### src/rtl/serie_paralelo_rx.sv
// Receive-side serial-to-parallel converter: finds byte alignment on the COMMA idle byte,
// locks after BC_COUNT aligned commas, then emits one registered byte every 8 clk_8f cycles.
module serie_paralelo_rx #(
  parameter logic [7:0]  COMMA    = 8'hBC,
  parameter int unsigned BC_COUNT = 4
) (
  input  logic       clk_8f,
  input  logic       reset,
  input  logic       data_inS,
  output logic [7:0] data_outP,
  output logic       valid_out,
  output logic       byte_strobe,
  output logic       active
);

  typedef enum logic [1:0] {
    HUNT,
    ALIGN,
    ACTIVE
  } state_t;

  localparam logic [3:0] BC_TARGET = 4'(BC_COUNT);

  state_t     state, state_nxt;
  logic [7:0] sr;
  logic [7:0] nxt;
  logic [2:0] bit_cnt, bit_cnt_nxt;
  logic [3:0] bc_cnt, bc_cnt_nxt;
  logic [7:0] data_nxt;
  logic       valid_nxt, strobe_nxt, active_nxt;
  logic       is_comma, boundary;

  // Decisions look at the byte including the bit arriving this cycle, so no bit is lost.
  assign nxt      = {sr[6:0], data_inS};
  assign is_comma = (nxt == COMMA);
  assign boundary = (bit_cnt == 3'd7);

  always_ff @(posedge clk_8f) begin
    if (reset) begin
      state       <= HUNT;
      sr          <= 8'h00;
      bit_cnt     <= 3'd0;
      bc_cnt      <= 4'd0;
      data_outP   <= 8'h00;
      valid_out   <= 1'b0;
      byte_strobe <= 1'b0;
      active      <= 1'b0;
    end else begin
      state       <= state_nxt;
      sr          <= nxt;
      bit_cnt     <= bit_cnt_nxt;
      bc_cnt      <= bc_cnt_nxt;
      data_outP   <= data_nxt;
      valid_out   <= valid_nxt;
      byte_strobe <= strobe_nxt;
      active      <= active_nxt;
    end
  end

  always_comb begin
    state_nxt   = state;
    bit_cnt_nxt = bit_cnt;
    bc_cnt_nxt  = bc_cnt;
    data_nxt    = data_outP;
    valid_nxt   = 1'b0;
    strobe_nxt  = 1'b0;
    active_nxt  = active;

    case (state)
      // Bit-granular search; the comma just found counts as the first one.
      HUNT: begin
        if (is_comma) begin
          bit_cnt_nxt = 3'd0;
          bc_cnt_nxt  = 4'd1;
          if (BC_TARGET == 4'd1) begin
            state_nxt  = ACTIVE;
            active_nxt = 1'b1;
          end else begin
            state_nxt = ALIGN;
          end
        end
      end

      ALIGN: begin
        bit_cnt_nxt = bit_cnt + 3'd1;
        if (boundary) begin
          strobe_nxt = 1'b1;
          if (is_comma && (bc_cnt + 4'd1 == BC_TARGET)) begin
            bc_cnt_nxt = bc_cnt + 4'd1;
            state_nxt  = ACTIVE;
            active_nxt = 1'b1;
          end else if (is_comma) begin
            bc_cnt_nxt = bc_cnt + 4'd1;
          end else begin
            bc_cnt_nxt = 4'd0;
            state_nxt  = HUNT;
          end
        end
      end

      // Locked for good: only reset leaves this state.
      ACTIVE: begin
        bit_cnt_nxt = bit_cnt + 3'd1;
        if (boundary) begin
          data_nxt   = nxt;
          strobe_nxt = 1'b1;
          valid_nxt  = !is_comma;
        end
      end

      default: begin
        state_nxt = HUNT;
      end
    endcase
  end

endmodule

### config.mk
export PLATFORM = sky130hd
export DESIGN_NAME = serie_paralelo_rx
export DESIGN_NICKNAME = d
export VERILOG_FILES = /design/src/rtl/serie_paralelo_rx.sv
export SDC_FILE = /design/constraint.sdc
export NUM_CORES = 1
export LEC_CHECK = 0
export ABC_AREA = 1
export BUFFER_PORTS_ARGS = -buffer_cell sky130_fd_sc_hd__clkbuf_2
export CORE_UTILIZATION = 60
export CTS_BUF_LIST = sky130_fd_sc_hd__clkbuf_4
export DETAILED_ROUTE_END_ITERATION = 12
export PLACE_DENSITY = 0.93
export SLEW_MARGIN = 20
export SYNTH_ARGS = -nofsm -noshare
export SYNTH_HDL_FRONTEND = slang
export SYNTH_SLANG_ARGS = --single-unit
### constraint.sdc
create_clock -name clk_8f -period 4.19 [get_ports clk_8f]
set_input_delay 0.2095 -clock clk_8f [delete_from_list [all_inputs] [get_ports clk_8f]]
set_output_delay 0.2095 -clock clk_8f [all_outputs]
set_load 0.05 [all_outputs]
[Yosys cells after proc, flatten, opt, wreduce, memory -nomap -nowiden]
Cells that the tools add are included.
Storage, ports and cells
  logic and storage cells: 47
  memories kept: 0
  ROM bits: 0
  RAM bits: 0
  input port bits: 3
  register bits: 27
  latch bits: 0
  output and inout port bits: 11
Cells by class
  shift operators: 0
  multiplexer cells: 13
  $add $sub $neg: 2
  equality and inequality tests: 8
  div/mod/pow operators: 0
  multipliers: 0
  bitwise gates (word level): 3
  $lt $le $gt $ge: 0
  reductions and logical operators: 13
Operator list (number)
  $mux W4: 4
  $eq A8 B8 Y1 const B: 1
  $mux W2: 4
  $pmux W4 S2: 1
  $pmux W2 S3: 1
  $pmux W3 S2: 1
  $reduce_and A3 Y1: 2
  $add A4 B1 Y4 const B: 1
  $eq A4 B3 Y1 const B: 1
  $ne A2 B2 Y1 const B: 2
  $reduce_and A2 Y1: 2
  $reduce_and A4 Y1: 1
  $reduce_bool A2 Y1: 2
  $reduce_or A2 Y1: 2
  $add A3 B1 Y3 const B: 1
  $eq A3 B3 Y1 const B: 1
  $mux W3: 1
  $ne A3 B3 Y1 const B: 1
  $not A1 Y1: 3
  $reduce_or A3 Y1: 1
  $eq A2 B1 Y1 const B: 1
  $eq A2 B2 Y1 const B: 1
  $logic_not A2 Y1: 1
  $logic_and A1 B1 Y1: 1
  2 further kinds: 2

[Depth between registers and ports, before layout]
Gate-level depths: netlist of the first run.
  word-level depth: 6
  depth in mapped cells: 11
  mapped depth without buffers: 11

[Worst setup path before layout of the first run]
OpenSTA, ideal clock, no wires.
  kind: reg2reg
  from: register state[0]
  to: register bc_cnt[2]
  path buffers: 0
  setup time: 0.113 ns
  data required time: 4.077 ns
  path slack: 2.814 ns
  stages on the path, launching flop included: 8
  period minus slack after synthesis: 1.376 ns
  arrival time: 1.263 ns
  path through: dfxtp_1 -> inv_1 -> ha_1 -> or2_2 -> nand3_4 -> inv_2 -> nor2_1 -> nor2_1
Between the ends
  word-level cells in the longest chain between the ends: 3
  elaborated cells between the ends (all ways): 7
  classes of those cells: eq/ne: 3; mux: 1; reduce/logical: 3
Ends and longest elaborated chain
  from (decl): RTL line 24  | state_t state, state_nxt;
  from (signal assigned): RTL line 49  | state <= state_nxt;
  $eq A2 B1 Y1 / $logic_not A2 Y1 (equally long branches): RTL line 69  | case (state)
  $ne A2 B2 Y1 (no line) / $reduce_bool A2 Y1 (equally long branches)
  $reduce_and A3 Y1 (no line)
  to (signal assigned): RTL line 52  | bc_cnt <= bc_cnt_nxt;
  to (decl): RTL line 28  | logic [3:0] bc_cnt, bc_cnt_nxt;
Parallel ways exist; a longest one is shown, timed or not.
A chain may end at the register's enable or synchronous reset.

[Worst setup path in the final report of the first run]
  from: register bit_cnt[0]
  to: register data_outP[6]
Between the ends
  word-level cells in the longest chain between the ends: 2
Ends and longest elaborated chain
  from (decl): RTL line 27  | logic [2:0] bit_cnt, bit_cnt_nxt;
  from (signal assigned): RTL line 51  | bit_cnt <= bit_cnt_nxt;
  $eq A3 B3 Y1: RTL line 36  | assign boundary = (bit_cnt == 3'd7);
  via boundary: RTL line 31  | logic is_comma, boundary;
  $reduce_and A2 Y1 (no line)
  to (signal assigned): RTL line 53  | data_outP <= data_nxt;
  to (decl): RTL line 10  | output logic [7:0] data_outP,
The timed path passes the listed nets, and every way through them passes these cells.

==> results of run 1 <==
final timing paths:
path	start	to	slack [ps]	cells past startpoint
worst max-delay path	bit_cnt[0]	data_outP[6]	2670	6
worst min-delay path	data_inS	sr[0]	90	3
worst max register to register	bit_cnt[0]	data_outP[6]	2670	6
worst min register to register	sr[5]	sr[6]	470	2
placed cells by master, fill, tap and decap left out:
cell type and instances:
nand4_1 1, a21oi_1 14, o21ai_1 2, o21ai_0 9
nor3_1 3, nand2_1 21, nand3_1 3, nand2_2 6
nor2_2 1, ha_1 8, nor2_1 22, inv_2 5
clkbuf_2 13, nand3_4 1, clkbuf_4 3, clkinvlp_4 1
nand2_4 2, dfxtp_1 27, nor2_4 2, or2_2 1
inv_1 16, or2_4 1, a21oi_2 3
worst max-delay path: cells and delay by family, from the launching register on:
family                     cells  cell delay, ps
and+or+nand+nor                1              80
buffers and inverters          1             310
DFF                            1             390
AOI/OAI and AO/OA              2             310
adders and majority gates      2             370
sequential cells by signal, indices dropped and copies added (netlist names):
| name | flops |
|---|---|
| valid_out | 1 |
| byte_strobe | 1 |
| bc_cnt | 4 |
| bit_cnt | 3 |
| data_outP | 8 |
| state | 2 |
| sr | 7 |
| active | 1 |
power by group through the flow:
stage                     logic (mW)  registers [mW]  clock network, mW
after floorplan               0.0129           0.267                  0
after global placement        0.0153           0.267                  0
after detailed placement      0.0159           0.267                  0
after CTS                     0.0160           0.262              0.119
after global routing          0.0183           0.262              0.132
final                         0.0160           0.262              0.115
routing by layer:
metal  wire [um]  vias to the layer above  track usage
li1            -                      504            -
met3          61                        3       0.0462
met5           0                        -            0
met2        1030                       13        0.358
met4          29                        0       0.0686
met1         936                      441        0.258
area by class of cell:
type                    count  area share
clock buffers               3      0.0171
inverters                  21      0.0599
well taps                  25      0.0238
multi-input cells         100       0.433
repair buffers             13      0.0494
flip-flops and latches     27       0.411
clock inverters             1     0.00570
cell families (layout without fill, tap and decap cells):
kind of cell	count (synthesis)	in the layout
and+or+nand+nor	64	64
AOI/OAI and AO/OA	28	28
DFF	27	27
buffers and inverters	24	38
adders and majority gates	8	8
==> impl_metrics.ini, run 1 <==
[run_status]
status = finished clean

[finish]
fin_area_mm2 = 0.00132
layout.nets = 177
fill_cells = 143
syn2layout_area_growth_pct = 8.79
finish.utilization = 0.731
multiInputGateArea_um2 = 571
fin_cells = 190
antenna_cells = 0
seq_area_um2 = 541
layout-drive-gt1-share = 0.236

[die]
row_count = 15
die_area_mm2 = 0.00220
chipWidth_um = 46.9
fp.dieH_um = 46.9
core_mm2 = 0.00180
io_pins = 14
start_util = 0.672

[synthesis]
yosysWarnings = 0
syn_avg_cell_area_um2 = 8.01
synthesis.nets = 162
synth.distinct_cells = 23
synthXorXnorAreaFrac = 0
synth_top_flop_cell = dfxtp_1
syn_inst = 151
synth_most_common_cell = dfxtp_1
synth-seq-area-share = 0.447
synth_top_cell_by_area = dfxtp_1
netlist_top_cells_area = dfxtp_1, ha_1, nor2_1
syn_area_mm2 = 0.00121
synth_mux_area_frac = 0
synth_edf_count = 0
ys_async_sr_fraction = 0
synth_compound_area_frac = 0.125
synthSimpleGateAreaFrac = 0.264
synth_top_cells_by_count = dfxtp_1, nor2_1, nand2_1, inv_1, a21oi_1
synth_top_family_by_area = simple AND/OR/NAND/NOR gates
synth_seq_cells = 27
synthAdderAreaFrac = 0.0827
yosysTopAreaCellShare = 0.447

[pwr]
p_sw_uw = 91.5
p_total_uw = 393
p_comb_frac = 0.041
peakVddDrop_mv = 0.262
p_int_uw = 301
switching_share = 0.233
p_clk_frac = 0.293
leakage_nw = 0.580
power.density_mw_per_mm2 = 298
seq_power_share = 0.666

[critical_path]
cp_max_fo = 16
cpMaxStageDelayCell = dfxtp_1
end_kind = flip-flop
cp.arrival_ps = 1790
critical_path.most_common_cell = ha_1
path_class = flip-flop to flip-flop
worstPathRequired_ps = 4460
startpoint_type = flip-flop
cp_cell_sequence = ha_1, ha_1, nand2_1, inv_1, o21ai_0, a21oi_1
crit_path_max_incr_delay_ps = 390

[clocking]
htree_levels = 1
cts-resized-gates = 0
clk_latency_ps = 330
cts_buffers = 3
cts_tree = done
root_buffer = clkbuf_4
post_cts_buffers = 0
cts_buffer_depth = 2
cts-hold-fix-buffers = 0
clk_pin_slew_ps = 140
cts_sinks = 27

[place]
place_inst = 186
dpl_cell_area_mm2 = 0.00129
portBuffers = 13
dpl_worst_slack_ps = 2680
routabilityCongestion = 0.787
place_hpwl_mm = 1.53

[sta]
fin_skew_ps = 4.17
fmaxAchievable_mhz = 656
finalMaxSlewViolations = 0
timing.hold.ws_ps = 87.1
slew_headroom = 0.732
timing.final.hold_violations = 0
setup_viol = 0
min_period_ps = 1520
tns_ps = 0
worst_slack_ps = 2670
finalCritPeriodShare = 0.364
rsz0062_at_grt = false
worst_pin_slew_ps = 401

[global_route]
grt_pass1_vias = 783
grt_overflow = 0
grt.total_usage = 0.208
grt_max_degree = 17
grt_pass1_wl_mm = 3.23
antenna_found_initial = 0

[drt]
wire_per_inst_um = 10.8
ant_nets = 0
via_per_inst = 5.06
vias = 961
wl_mm = 2.06
drtIter0Drc = 23
dr.pass1.iters = 4
drcViolationCount = 0

[min_path]
hold_path.class = primary input to flip-flop

[job]
maxCapViolCount = 0
(Power assumes the default switching activity.)
==> run 2: changes to the inputs <==
--- a/config.mk
+++ b/config.mk
@@ -7,10 +7,10 @@
 export LEC_CHECK = 0
 export ABC_AREA = 1
 export BUFFER_PORTS_ARGS = -buffer_cell sky130_fd_sc_hd__clkbuf_2
-export CORE_UTILIZATION = 60
+export CORE_UTILIZATION = 59
 export CTS_BUF_LIST = sky130_fd_sc_hd__clkbuf_4
 export DETAILED_ROUTE_END_ITERATION = 12
-export PLACE_DENSITY = 0.93
+export PLACE_DENSITY = 0.91
 export SLEW_MARGIN = 20
 export SYNTH_ARGS = -nofsm -noshare
 export SYNTH_HDL_FRONTEND = slang
==> constraint.sdc (replaced) <==
create_clock -name clk_8f -period 1.5 [get_ports clk_8f]
set_input_delay 0.075 -clock clk_8f [delete_from_list [all_inputs] [get_ports clk_8f]]
set_output_delay 0.075 -clock clk_8f [all_outputs]
set_load 0.05 [all_outputs]
==> run 2 against run 1 <==
  * Wire length grew 9.1%
  * Critical path depth is 3 higher
  * Setup slack worse by 2600 ps
  * Utilization down 1.8 points
  * Cell count increased by 3.7%
  * Sequential share of layout area down 1.6 points
  * Combinational power grew to 3.2 times the previous value
  * Largest power group unchanged
==> impl_metrics.ini, run 2 (synthesis gave the netlist of run 1 again) <==
[critical_path]
crit_end = state[0]
r2r_end = state[0]
startpoint_type = flip-flop
rr_startpoint = bit_cnt[0]
worstPathRequired_ps = 1730
cp.arrival_ps = 1700
r2r_cells = 9
startpoint = bit_cnt[0]
end_kind = flip-flop
reg2reg_slack_ps = 30
path_class = flip-flop to flip-flop
cp_max_fo = 4

[pwr]
leakage_nw = 0.604
p_total_mw = 1.10
peakVddDrop_mv = 0.873
power.density_mw_per_mm2 = 794

[sta]
finalMaxSlewViolations = 0
fin_skew_ps = 1.34
setup_viol = 0
timing.final.hold_violations = 0
timing.hold.ws_ps = 94.9
worst_slack_ps = 32.1
min_period_ps = 1470
finalCritPeriodShare = 0.979
tns_ps = 0
fmaxAchievable_mhz = 681
slew_headroom = 0.735
worst_pin_slew_ps = 397

[finish]
layout-drive-gt1-share = 0.294
final_common_cell = dfxtp_1
final_cell_mix = dfxtp_1, nor2_1, nand2_1, inv_1, a21oi_1
multiInputGateArea_um2 = 578
antenna_cells = 0
largest_register = data_outP
layout.nets = 182
syn2layout_area_growth_pct = 14.4
finish.utilization = 0.713
reg.largest.list = data_outP: 8 flops, sr: 7 flops, bc_cnt: 4 flops
seq_area_um2 = 546
largest_reg_flops = 8
fin_area_mm2 = 0.00138
fin_cells = 197
fill_cells = 149

[drt]
wl_mm = 2.24
drcViolationCount = 0
ant_nets = 0
dr.pass1.iters = 4
wire_per_inst_um = 11.4
vias = 1020
via_per_inst = 5.18
drtIter0Drc = 21

[global_route]
grt_pass1_wl_mm = 3.41
grt_overflow = 0
grt.total_usage = 0.215
antenna_found_initial = 0
grt_max_degree = 17
grt_pass1_vias = 871

[clocking]
root_buffer = clkbuf_4
cts_buffers = 3
htree_levels = 1
cts_tree = done
clk_pin_slew_ps = 140
cts_buffer_depth = 2
cts_sinks = 27
clk_latency_ps = 320

[place]
portBuffers = 13
dpl_worst_slack_ps = 36.5
routabilityCongestion = 0.798
place_inst = 191
dpl_cell_area_mm2 = 0.00132
place_hpwl_mm = 1.57

[die]
fp.dieH_um = 47.3
core_mm2 = 0.00194
chipWidth_um = 47.3
start_util = 0.623
io_pins = 14
die_area_mm2 = 0.00224
row_count = 16

[min_path]
hold_path.class = primary input to flip-flop

[run_status]
status = finished clean

[job]
maxCapViolCount = 0
run 2: final cells by class:
| type | count | area share |
|---|---|---|
| timing repair buffer | 18 | 0.0850 |
| tap | 27 | 0.0244 |
| inverter | 21 | 0.0570 |
| clock inverter | 1 | 0.00542 |
| sequential | 27 | 0.394 |
| multi-input combinational | 100 | 0.418 |
| clock buffer | 3 | 0.0163 |
run 2: power by group:
group / internal (mW) / switching (mW) / total, mW
clock: 0.102 / 0.214 / 0.316
combinational: 0.0185 / 0.0329 / 0.0514
sequential: 0.725 / 0.00597 / 0.731
total: 0.846 / 0.253 / 1.10
run 2: critical path: stages (launching register included):
cell	delay, ps
dfxtp_2	360
ha_1	200
ha_2	200
or2_4	270
nand2_2	70
a21oi_2	40
nand2_2	70
nand2_1	60
nand2_1	60
nor2_1	50
run 2: worst min-delay path by stage:
stage	from	to	slack, ps	depth (start not counted)
final	reset	state[1]	90	3
after global routing	reset	state[1]	110	3
after CTS	reset	state[1]	110	3
after detailed placement	data_inS	sr[0]	310	3
after global placement	data_inS	sr[0]	300	3
after floorplan	reset	bc_cnt[0]	140	1
run 2: routing by layer:
metal  share of wire  GRT usage
met5               0          0
met4           0.014     0.0971
met3           0.027     0.0231
met2            0.49      0.384
met1            0.46      0.256
run 2: what timing repair did:
action	4_1_cts	5_1_grt
hold buffers	1	0
buffers inserted	0	1
gates resized for setup	0	7
hold endpoints to repair	2	0
endpoints found under the setup margin	0	7
==> run 3: changes to the inputs <==
--- a/config.mk
+++ b/config.mk
@@ -7,9 +7,12 @@
 export LEC_CHECK = 0
 export ABC_AREA = 1
 export BUFFER_PORTS_ARGS = -buffer_cell sky130_fd_sc_hd__clkbuf_2
-export CORE_UTILIZATION = 59
+export CELL_PAD_IN_SITES_DETAIL_PLACEMENT = 0
+export CELL_PAD_IN_SITES_GLOBAL_PLACEMENT = 1
+export CORE_UTILIZATION = 44
 export CTS_BUF_LIST = sky130_fd_sc_hd__clkbuf_4
 export DETAILED_ROUTE_END_ITERATION = 12
+export MAX_ROUTING_LAYER = met4
 export PLACE_DENSITY = 0.91
 export SLEW_MARGIN = 20
 export SYNTH_ARGS = -nofsm -noshare
==> run 3 against run 2 <==
  * Total power barely moved
  * Wire length is 6.3% lower
  * Critical path depth decreased by 2
  * Utilization shrank 16 points
  * Non-clock buffer count did not move
  * Global-route usage is 3.6 points lower
  * Critical endpoint is now bc_cnt[3]
  * Largest power group unchanged
==> impl_metrics.ini, run 3 (synthesis gave the netlist of run 1 again) <==
[sta]
finalMaxSlewViolations = 0
timing.final.hold_violations = 0
fin_skew_ps = 8.64
worst_slack_ps = 95.3
slew_headroom = 0.746
fmaxAchievable_mhz = 712
timing.hold.ws_ps = 106
worst_pin_slew_ps = 380
setup_viol = 0
finalCritPeriodShare = 0.936
min_period_ps = 1400

[critical_path]
cpMaxStageDelayCell = dfxtp_1
worst-path-buf-inv = 2
cp.arrival_ps = 1630
path_class = flip-flop to flip-flop
worstPathRequired_ps = 1720
path_delay_family = simple AND/OR/NAND/NOR gates
startpoint_type = flip-flop
cp_max_fo = 6
cp_cell_sequence = inv_1, ha_1, or2_2, nand3_4, inv_2, nor2_1, nor2_1
critical_path.most_common_cell = nor2_1
end_kind = flip-flop
reg2reg_slack_ps = 100
crit_path_max_incr_delay_ps = 390
r2r_cells = 7
r2r_end = bc_cnt[3]
rr_startpoint = state[0]

[global_route]
grt_pass1_vias = 896
grt_max_degree = 17
grt.total_usage = 0.179
grt_overflow = 0
grt_pass1_wl_mm = 3.68
antenna_found_initial = 0

[finish]
final_cell_mix = dfxtp_1, nor2_1, nand2_1, inv_1, a21oi_1
layout-drive-gt1-share = 0.282
fin_cells = 200
final_common_cell = dfxtp_1
syn2layout_area_growth_pct = 15.2
largest_reg_flops = 8
layout.nets = 182
largest_register = data_outP
antenna_cells = 0
reg.largest.list = data_outP: 8 flops, sr: 7 flops, bc_cnt: 4 flops

[run_status]
status = finished clean

[die]
start_util = 0.475
row_count = 18
fp.dieH_um = 54.4
die_area_mm2 = 0.00296
core_mm2 = 0.00254
io_pins = 14
chipWidth_um = 54.4

[drt]
via_per_inst = 4.89
drtIter0Drc = 10
vias = 978
ant_nets = 0
drcViolationCount = 0
dr.pass1.iters = 4
wire_per_inst_um = 10.5
wl_mm = 2.10

[pwr]
peakVddDrop_mv = 0.604
p_total_mw = 1.10
leakage_nw = 0.607
power.density_mw_per_mm2 = 788

[place]
routabilityCongestion = 0.746
place_inst = 195
place_hpwl_mm = 1.62
portBuffers = 13
dpl_worst_slack_ps = 39.3

[clocking]
cts_tree = done
post_cts_buffers = 0
htree_levels = 1
root_buffer = clkbuf_4
clk_pin_slew_ps = 140
cts_sinks = 27
cts_buffers = 3
clk_latency_ps = 320
cts_buffer_depth = 2

[min_path]
hold_path.class = primary input to flip-flop
min_to = state[1]
min_path_cells = 3
min_from = reset

[job]
maxCapViolCount = 0
-- run 3: what timing repair did --
| item | CTS | global route |
|---|---|---|
| resized for setup | 0 | 6 |
| hold buffers | 1 | 0 |
| endpoints found under the hold margin | 2 | 0 |
| setup endpoints to repair | 0 | 9 |
-- run 3: worst max-delay path by stage --
stage / from / end / slack (ps) / cells past startpoint
floorplan: state[0] / bc_cnt[2] / 120 / 7
CTS: bit_cnt[0] / state[0] / 20 / 9
detailed placement: bit_cnt[0] / state[0] / 40 / 9
global placement: bit_cnt[0] / state[0] / 90 / 9
global route: state[1] / state[1] / -0.4 / 9
finish: state[0] / bc_cnt[3] / 100 / 7
-- run 3: power breakdown --
| group | switching (mW) | internal (mW) | total, mW |
|---|---|---|---|
| Combinational | 0.0320 | 0.0184 | 0.0504 |
| Sequential | 0.00575 | 0.725 | 0.731 |
| Clock | 0.195 | 0.122 | 0.317 |
-- run 3: metal layers --
metal  share of wire  global-route usage  wire length [um]  vias to the layer above
met2            0.50               0.303              1040                        8
li1                -                   -                 -                      516
met3           0.019              0.0250                39                        4
met5               0                   -                 0                        -
met4           0.010              0.0769                21                        0
met1            0.47               0.209               996                      450
-- run 3: worst reg2reg max path, delay by kind of cell (launching register included) --
| kind | cells | cell delay [ps] |
|---|---|---|
| flops | 1 | 390 |
| simple gates | 4 | 570 |
| fa+ha+maj | 1 | 210 |
| buf+inv | 2 | 150 |
-- run 3: layout make-up --
cell class	instances	area [um2]
clock buffers	4	30.0
multi-input cells	100	586
well taps	30	37.5
inverters	21	78.8
fillers	253	1150
repair buffers	18	118
flip-flops and latches	27	544
-- run 3: metrics by stage --
stage / utilization / TNS (ps) / cell area [um2]
detailed placement: 0.525 / 0 / 1340
CTS: 0.540 / 0 / 1380
floorplan: - / 0 / 1210
global route: 0.548 / -0.436 / 1390
global placement: 0.525 / 0 / 1340
finish: 0.548 / 0 / 1390
